===== config.mk =====
export PLATFORM = sky130hd
export DESIGN_NAME = sum_accumulator
export DESIGN_NICKNAME = d
export VERILOG_FILES = /design/src/rtl/sum_acc_pkg.sv /design/src/rtl/sum_accumulator_acc_adder.sv /design/src/rtl/sum_accumulator.sv
export SDC_FILE = /design/constraint.sdc
export NUM_CORES = 1
export LEC_CHECK = 0
export ABC_AREA = 1
export CAP_MARGIN = 40
export CORE_MARGIN = 2
export CORE_UTILIZATION = 41
export CTS_CLUSTER_SIZE = 20
export DETAILED_ROUTE_END_ITERATION = 6
export GPL_TIMING_DRIVEN = 0
export PLACE_DENSITY = 0.67
export SYNTH_ARGS = -nofsm -noshare
export SYNTH_HDL_FRONTEND = slang
export SYNTH_SLANG_ARGS = --single-unit

===== constraint.sdc =====
create_clock -name clk -period 2.1 [get_ports clk]
set_input_delay 0.42 -clock clk [delete_from_list [all_inputs] [get_ports clk]]
set_output_delay 0.42 -clock clk [all_outputs]
set_load 0.05 [all_outputs]

===== src/rtl/sum_acc_pkg.sv =====
// sum_acc_pkg
//   Shared definitions for the sum_accumulator block:
//     - default width / block-length constants
//     - block state enum (IDLE, ACCUM, HOLD)
//     - width of the per-block word counter
package sum_acc_pkg;

  localparam int DEF_DATA_W    = 6;
  localparam int DEF_ACC_W     = 10;
  localparam int DEF_BLOCK_LEN = 4;

  // BLOCK_LEN is at most 15, so a 4-bit counter always suffices.
  localparam int CNT_W = 4;

  typedef enum logic [1:0] {
    IDLE  = 2'd0,
    ACCUM = 2'd1,
    HOLD  = 2'd2
  } state_e;

endpackage


===== src/rtl/sum_accumulator_acc_adder.sv =====
// acc_adder
//   Combinational ACC_W-bit add of the running total and a zero-extended
//   DATA_W-bit SUM word, with carry out and the overflow policy applied.
//   Compile-time option: SUM_ACC_SATURATE_EN
//     defined   -> on carry the result clamps to 2^ACC_W-1
//     undefined -> the result wraps modulo 2^ACC_W
// Ports:
//   acc_in    [ACC_W-1:0]  running total (0 when starting a block)
//   sum_in    [DATA_W-1:0] incoming SUM word
//   acc_out   [ACC_W-1:0]  new total after the overflow policy
//   carry_out              the raw add carried out of ACC_W bits
module acc_adder #(
  parameter int DATA_W = 6,
  parameter int ACC_W  = 10
) (
  input  logic [ACC_W-1:0]  acc_in,
  input  logic [DATA_W-1:0] sum_in,
  output logic [ACC_W-1:0]  acc_out,
  output logic              carry_out
);

  logic [ACC_W:0] full_sum;

  always_comb begin
    full_sum  = {1'b0, acc_in} + {{(ACC_W + 1 - DATA_W){1'b0}}, sum_in};
    carry_out = full_sum[ACC_W];
`ifdef SUM_ACC_SATURATE_EN
    // A clamped total plus any non-zero word carries again, so it stays clamped.
    acc_out = carry_out ? {ACC_W{1'b1}} : full_sum[ACC_W-1:0];
`else
    acc_out = full_sum[ACC_W-1:0];
`endif
  end

endmodule


===== src/rtl/sum_accumulator.sv =====
// sum_accumulator
//   Accumulates BLOCK_LEN accepted unsigned SUM words into one block total,
//   then holds the total until downstream takes it.
//   Compile-time option: SUM_ACC_SATURATE_EN (clamp instead of wrap on overflow).
//
//   Handshakes: a word transfers on a rising edge where in_valid && in_ready;
//   a result transfers on a rising edge where out_valid && out_ready. A source
//   keeps its data stable while valid is high and the transfer has not happened.
//
// Ports:
//   clk, rst_n            clock, asynchronous active-low reset
//   in_valid / in_ready   upstream word handshake, in_sum [DATA_W-1:0] data
//   clear                 synchronous abort of the current block (highest priority)
//   out_valid / out_ready result handshake; out_acc [ACC_W-1:0], out_ovf
//   busy                  state is not IDLE
//   dbg_state [1:0]       current FSM state (sum_acc_pkg::state_e encoding)
module sum_accumulator
  import sum_acc_pkg::*;
#(
  parameter int DATA_W    = DEF_DATA_W,
  parameter int ACC_W     = DEF_ACC_W,
  parameter int BLOCK_LEN = DEF_BLOCK_LEN
) (
  input  logic              clk,
  input  logic              rst_n,
  input  logic              in_valid,
  input  logic [DATA_W-1:0] in_sum,
  output logic              in_ready,
  input  logic              clear,
  output logic              out_valid,
  input  logic              out_ready,
  output logic [ACC_W-1:0]  out_acc,
  output logic              out_ovf,
  output logic              busy,
  output logic [1:0]        dbg_state
);

  localparam logic [CNT_W-1:0] LAST_CNT = CNT_W'(BLOCK_LEN);

  state_e           state_q, state_d;
  logic [ACC_W-1:0] acc_q, acc_d;
  logic [CNT_W-1:0] cnt_q, cnt_d;
  logic             ovf_q, ovf_d;

  logic             accept;
  logic [ACC_W-1:0] add_base;
  logic [ACC_W-1:0] add_result;
  logic             add_carry;
  logic [CNT_W-1:0] cnt_inc;

  assign accept  = in_valid && in_ready;
  assign cnt_inc = cnt_q + CNT_W'(1);

  // The first word of a block loads rather than adds, so the base is zero in IDLE.
  assign add_base = (state_q == ACCUM) ? acc_q : '0;

  acc_adder #(
    .DATA_W (DATA_W),
    .ACC_W  (ACC_W)
  ) u_acc_adder (
    .acc_in    (add_base),
    .sum_in    (in_sum),
    .acc_out   (add_result),
    .carry_out (add_carry)
  );

  always_comb begin
    state_d = state_q;
    acc_d   = acc_q;
    cnt_d   = cnt_q;
    ovf_d   = ovf_q;

    case (state_q)
      IDLE: begin
        if (accept) begin
          acc_d   = add_result;
          cnt_d   = CNT_W'(1);
          ovf_d   = add_carry;
          state_d = (CNT_W'(1) == LAST_CNT) ? HOLD : ACCUM;
        end
      end
      ACCUM: begin
        if (accept) begin
          acc_d   = add_result;
          cnt_d   = cnt_inc;
          ovf_d   = ovf_q | add_carry;
          state_d = (cnt_inc == LAST_CNT) ? HOLD : ACCUM;
        end
      end
      HOLD: begin
        if (out_ready) begin
          state_d = IDLE;
          acc_d   = '0;
          cnt_d   = '0;
          ovf_d   = 1'b0;
        end
      end
      default: begin
        state_d = IDLE;
        acc_d   = '0;
        cnt_d   = '0;
        ovf_d   = 1'b0;
      end
    endcase

    // Abort wins over any coincident accept or result transfer.
    if (clear) begin
      state_d = IDLE;
      acc_d   = '0;
      cnt_d   = '0;
      ovf_d   = 1'b0;
    end
  end

  always_ff @(posedge clk or negedge rst_n) begin
    if (!rst_n) begin
      state_q <= IDLE;
      acc_q   <= '0;
      cnt_q   <= '0;
      ovf_q   <= 1'b0;
    end else begin
      state_q <= state_d;
      acc_q   <= acc_d;
      cnt_q   <= cnt_d;
      ovf_q   <= ovf_d;
    end
  end

  // All outputs decode directly from flops, so reset reaches them without a clock.
  assign in_ready  = (state_q != HOLD);
  assign out_valid = (state_q == HOLD);
  assign busy      = (state_q != IDLE);
  assign out_acc   = acc_q;
  assign out_ovf   = ovf_q;
  assign dbg_state = state_q;

endmodule

Word-level counts from Yosys, hierarchy flattened
Cells that the tools add are included.

Flip-flop bits (word level): 17. Input port bits: 11. Output and inout port bits: 16. Logic and storage cells: 42.

Add/subtract/negate cells: 2. Equality and inequality tests: 8. Multiplexer cells: 21. Bitwise gates (word level): 1. Reduce and logical (&&, ||, !) cells: 6.

Operator list (number): 10-bit two-way mux (4); 10-bit one-hot mux with 2 select lines (1); 4-bit two-way mux (4); 4-bit one-hot mux with 3 select lines (1); 10-bit by 6-bit adder with 11-bit output (1); 2-bit two-way mux (5); 3-bit inequality test (second input constant) (2); 2-bit one-hot mux with 3 select lines (1); 4-bit by 1-bit adder with 4-bit output (second input constant) (1); 4-bit by 3-bit == test with 1-bit output (second input constant) (1); 1-bit two-way mux (4); 3-bit by 1-bit inequality test with 1-bit output (second input constant) (1); 3-bit by 2-bit inequality test with 1-bit output (second input constant) (1); 1-bit one-hot mux with 3 select lines (1); 3-bit AND reduction (1); 2-bit by 1-bit == test with 1-bit output (second input constant) (1); 2-bit == test (second input constant) (1); 2-bit zero test (1); 2-bit inequality test (second input constant) (1); 2-bit AND reduction (1); 2-bit nonzero test (1); 2-bit OR reduction (1); 1-bit logical AND (1); 1-bit bitwise OR (1).

Depth between registers and ports, before layout
Depth in word-level cells: 7. Gate-level depth with buffers: 14. Mapped depth without buffers: 14.

Modules after synthesis
A second synthesis with hierarchy kept.

Cells, all modules: 193. Area, all modules: 1356.3 sq um.

Modules (own cells, without submodules): sum_accumulator (times used 1, cells an instance 122, area an instance 940.9 sq um, sequential area each 425.4 sq um); acc_adder (times used 1, cells an instance 71, area an instance 415.4 sq um, sequential area each 0.0 sq um).

Worst setup path after synthesis
No wires, ideal clock.

Path kind: flip-flop to flip-flop. Start point: reg state_q[0] (netlist: dbg_state[0]). End point: reg acc_q[8] (netlist: out_acc[8]). Library setup time: 76 ps. Arrival time: 2213 ps. Required time: 2024 ps. Slack: -190 ps. Stages on the path, launching flop included: 15. Path buffers: 0. Period minus slack after synthesis: 2290 ps. Path through: dfrtp_1 inv_2 nor2_4 inv_2 nor2_1 ha_1 inv_1 fa_1 inv_1 nand2_1 nand3_1 nand2_1 nand2_1 nand2_1 o21ai_1.

Longest elaborated chain between the ends: 6. Elaborated cells between the ends (all ways): 14. Those cells by class: add/sub (1); eq/ne (5); mux (4); reduce/logical (4).

RTL lines: start: declaration (line sum_accumulator.sv:40) `state_e state_q, state_d;`; start signal: assignment (line sum_accumulator.sv:122) `state_q <= state_d;`; 2-bit by 1-bit == test with 1-bit output (line sum_accumulator.sv:55, sum_accumulator.sv:73); 10-bit two-way mux (line sum_accumulator.sv:55) `assign add_base = (state_q == ACCUM) ? acc_q : '0;`; 10-bit by 6-bit adder with 11-bit output (line sum_accumulator_acc_adder.sv:25) `full_sum = {1'b0, acc_in} + {{(ACC_W + 1 - DATA_W){1'b0}}, sum_in};`; 10-bit two-way mux (line sum_accumulator.sv:75, sum_accumulator.sv:83); 10-bit one-hot mux with 2 select lines (line sum_accumulator.sv:73) `case (state_q)`; 10-bit two-way mux (line sum_accumulator.sv:107) `if (clear) begin`; end signal: assignment (line sum_accumulator.sv:118) `acc_q <= '0;`; end signal: assignment (line sum_accumulator.sv:123) `acc_q <= acc_d;`; end: declaration (line sum_accumulator.sv:41) `logic [ACC_W-1:0] acc_q, acc_d;`.

Parallel ways exist; a longest one is shown, timed or not. The select of a mux whose other input is x is not followed. A chain may end at the register's enable or synchronous reset.

Worst setup path in the final report
Start point: reg state_q[0] (netlist: dbg_state[0]). End point: out dbg_state[0].

RTL lines: end: declaration (line sum_accumulator.sv:35) `output logic [1:0] dbg_state`.

No word-level cell between the ends.

==> flow_summary.json <==
{
  "place_ws_ps": -115,
  "grt_start_max_net_pins": 18,
  "cp_cell_sequence": "buf_4 -> clkdlybuf4s50_1",
  "vdd_drop_max_v": 0.000311,
  "first_iter_violations": 24,
  "cp.required_ps": 1680,
  "hold_viol": 0,
  "antennaDiodeCount": 0,
  "power.clock.fraction": 0.254,
  "vias_per_cell": 5.01,
  "fp.dieArea_sq_um": 3270,
  "fin_area_sq_um": 1540,
  "power_density_nw_per_um2": 467,
  "drt-pass1-iter-count": 4,
  "synth_area_sq_um": 1160,
  "cts_sinks": 17,
  "fp.dieW_um": 57.2,
  "ys_ff_latch": 17,
  "pwr-share-seq": 0.483,
  "start_util": 0.428,
  "crit_type": "flop to primary output",
  "p_int_uw": 484,
  "startpoint_type": "flop",
  "hold_path_class": "flop to flop",
  "switching_share": 0.327,
  "ys_seq_area_frac": 0.367,
  "status": "completed",
  "die_h_um": 57.2,
  "setup_slack_ps": 78.1,
  "cts_buffers": 3,
  "clock-root-buffer": "clkbuf_4",
  "grt.total_usage": 0.179,
  "grt_pass1_vias": 1107,
  "drive_above_1_share": 0.128,
  "vias": 1137,
  "htree_levels": 1,
  "avgSynthCellArea_sq_um": 7.20,
  "setup_viol": 0,
  "fp.coreArea_sq_um": 2710,
  "cpLargestDelayFamily": "buffers and inverters",
  "num_rows": 19,
  "slew_viol_final": 0,
  "clkTransAtPathRegs_ps": 110,
  "rsz0062_at_grt": "yes",
  "reg2reg_setup_slack_ps": 140,
  "critPathMaxStageDelay_ps": 790,
  "grt_pass1_wl_um": 4640,
  "crit_path_top_delay_cell": "clkdlybuf4s50_1",
  "route.detailed.drc": 0,
  "tightest_slew_ps": 795,
  "netlist_instances": 161,
  "leakagePower_nw": 0.778,
  "yosys_warnings": 0,
  "routed_wirelength_um": 2750,
  "fin_crit_sh": 0.963,
  "post_dp_cell_area_sq_um": 1460,
  "slew_headroom": 0.468,
  "antenna_left": 0,
  "ys_types": 23,
  "grt_overflow": 0,
  "cts_max_path_buffers": 2,
  "areaGrowthSynthToFinish_pct": 32.8,
  "final_cells": 227,
  "port_buffers": 26,
  "io_pins": 27,
  "timing.fmax_ghz": 0.495,
  "end_kind": "primary output",
  "switchingPower_uw": 235,
  "cts_tree": "built",
  "dp_cells": 218,
  "syn_nets": 180,
  "crit_arrival_ps": 1600,
  "place.gp.congestion": 0.829,
  "p_comb_frac": 0.263,
  "clock_latency_ps": 290,
  "avgRoutedWirePerCell_um": 12.1,
  "skew_ps": 2.16,
  "fin_nets": 216,
  "dpl.hpwl_um": 2080,
  "crit_buf_inv": 2,
  "min_period_ps": 2020,
  "max-cap-violations": 0,
  "antenna_found_initial": 0,
  "cp_max_fo": 4
}
## kinds of logic after synthesis
| group | count (synthesis) | synth area share |
|---|---|---|
| AO/OA/AOI/OAI | 23 | 0.108 |
| XOR/XNOR | 3 | 0.0227 |
| adder cells (fa/ha/maj) | 8 | 0.0929 |
| buffers and inverters | 31 | 0.103 |
| flip-flops | 17 | 0.367 |
| AND/OR/NAND/NOR | 79 | 0.307 |
## area by class of cell
class | count | area [sq um]
multi-input cells | 113 | 632
well taps | 31 | 38.8
fillers | 287 | 1170
flip-flops and latches | 17 | 427
clock buffers | 4 | 26.3
inverters | 31 | 121
repair buffers | 31 | 294
## synthesized netlist by cell type
cell type,count,area (sq um)
nand2_1,43,161
inv_1,26,97.6
dfrtp_1,17,425
nor2_1,14,52.6
nand3_1,13,65.1
o21ai_0,10,50.1
ha_1,7,87.6
a21oi_1,5,25.0
inv_2,4,15.0
nand4_1,3,18.8
o21ai_1,3,15.0
o22ai_1,3,18.8
nand2_2,2,12.5
xor2_1,2,17.5
fa_1,1,20.0
inv_4,1,6.26
nand4_4,1,21.3
nor2_2,1,6.26
nor2_4,1,11.3
o21ai_2,1,8.76
o21bai_1,1,7.51
or2_2,1,6.26
xnor2_1,1,8.76
## power groups by stage
| stage | combinational, mW | clock [mW] | sequential [mW] |
|---|---|---|---|
| after floorplan | 0.0719 | 0 | 0.392 |
| after global placement | 0.174 | 0 | 0.356 |
| after detailed placement | 0.176 | 0 | 0.357 |
| after CTS | 0.184 | 0.191 | 0.348 |
| after global routing | 0.206 | 0.205 | 0.350 |
| final | 0.189 | 0.182 | 0.347 |
## placed cells by master, fill, tap and decap left out, types with 3 or more instances in the layout
master / synthesis / layout
a21oi_1: 5 / 5
buf_4: 0 / 5
clkbuf_4: 0 / 3
clkdlybuf4s50_1: 0 / 23
dfrtp_1: 17 / 16
dlygate4sd2_1: 0 / 3
ha_1: 7 / 7
inv_1: 26 / 26
inv_2: 4 / 3
nand2_1: 43 / 42
nand2_2: 2 / 3
nand3_1: 13 / 12
nand4_1: 3 / 3
nor2_1: 14 / 13
o21ai_0: 10 / 10
o21ai_1: 3 / 3
o22ai_1: 3 / 3
## timing repair
item,in CTS,in global routing
resized for setup,4,4
buffers inserted,2,3
pin swaps,1,2
endpoints found under the setup margin,7,7
hold buffers,0,0
## routing by layer
layer,global-route usage,up-vias,part of all wire
li1,-,589,-
met1,0.244,527,0.49
met2,0.297,17,0.47
met3,0.0295,4,0.029
met4,0.0465,0,0.013
met5,0,-,0
## flip-flops by register name, indices dropped and copies added (netlist names)
name / count
out_acc: 10
cnt_q: 4
dbg_state: 2
out_ovf: 1
## worst min-delay path, cell delays in order, from the launching register on
cell and delay [ps]:
dfrtp_1 360, nand2_1 50, o21ai_1 70
## per-stage QoR
| stage | total power, mW | utilization | setup TNS, ps | hold WS, ps |
|---|---|---|---|---|
| final | 0.719 | 0.568 | 0 | 517 |
| after global routing | 0.760 | 0.568 | -24.2 | 568 |
| after CTS | 0.723 | 0.555 | 0 | 530 |
| after detailed placement | 0.533 | 0.540 | -227 | 502 |
| after global placement | 0.531 | 0.540 | -156 | 493 |
| after floorplan | 0.464 | - | -32.9 | 124 |
## final timing paths
check / startpoint / end / depth (start not counted)
min in group asynchronous: rst_n / out_acc[7] / 1
setup reg to reg: dbg_state[1] / out_acc[8] / 13
hold reg to reg: out_ovf / out_ovf / 2
max in group asynchronous: rst_n / dbg_state[0] / 1
setup / recovery: dbg_state[0] / dbg_state[0] / 2
hold / removal: out_ovf / out_ovf / 2
(Power assumes the default switching activity.)
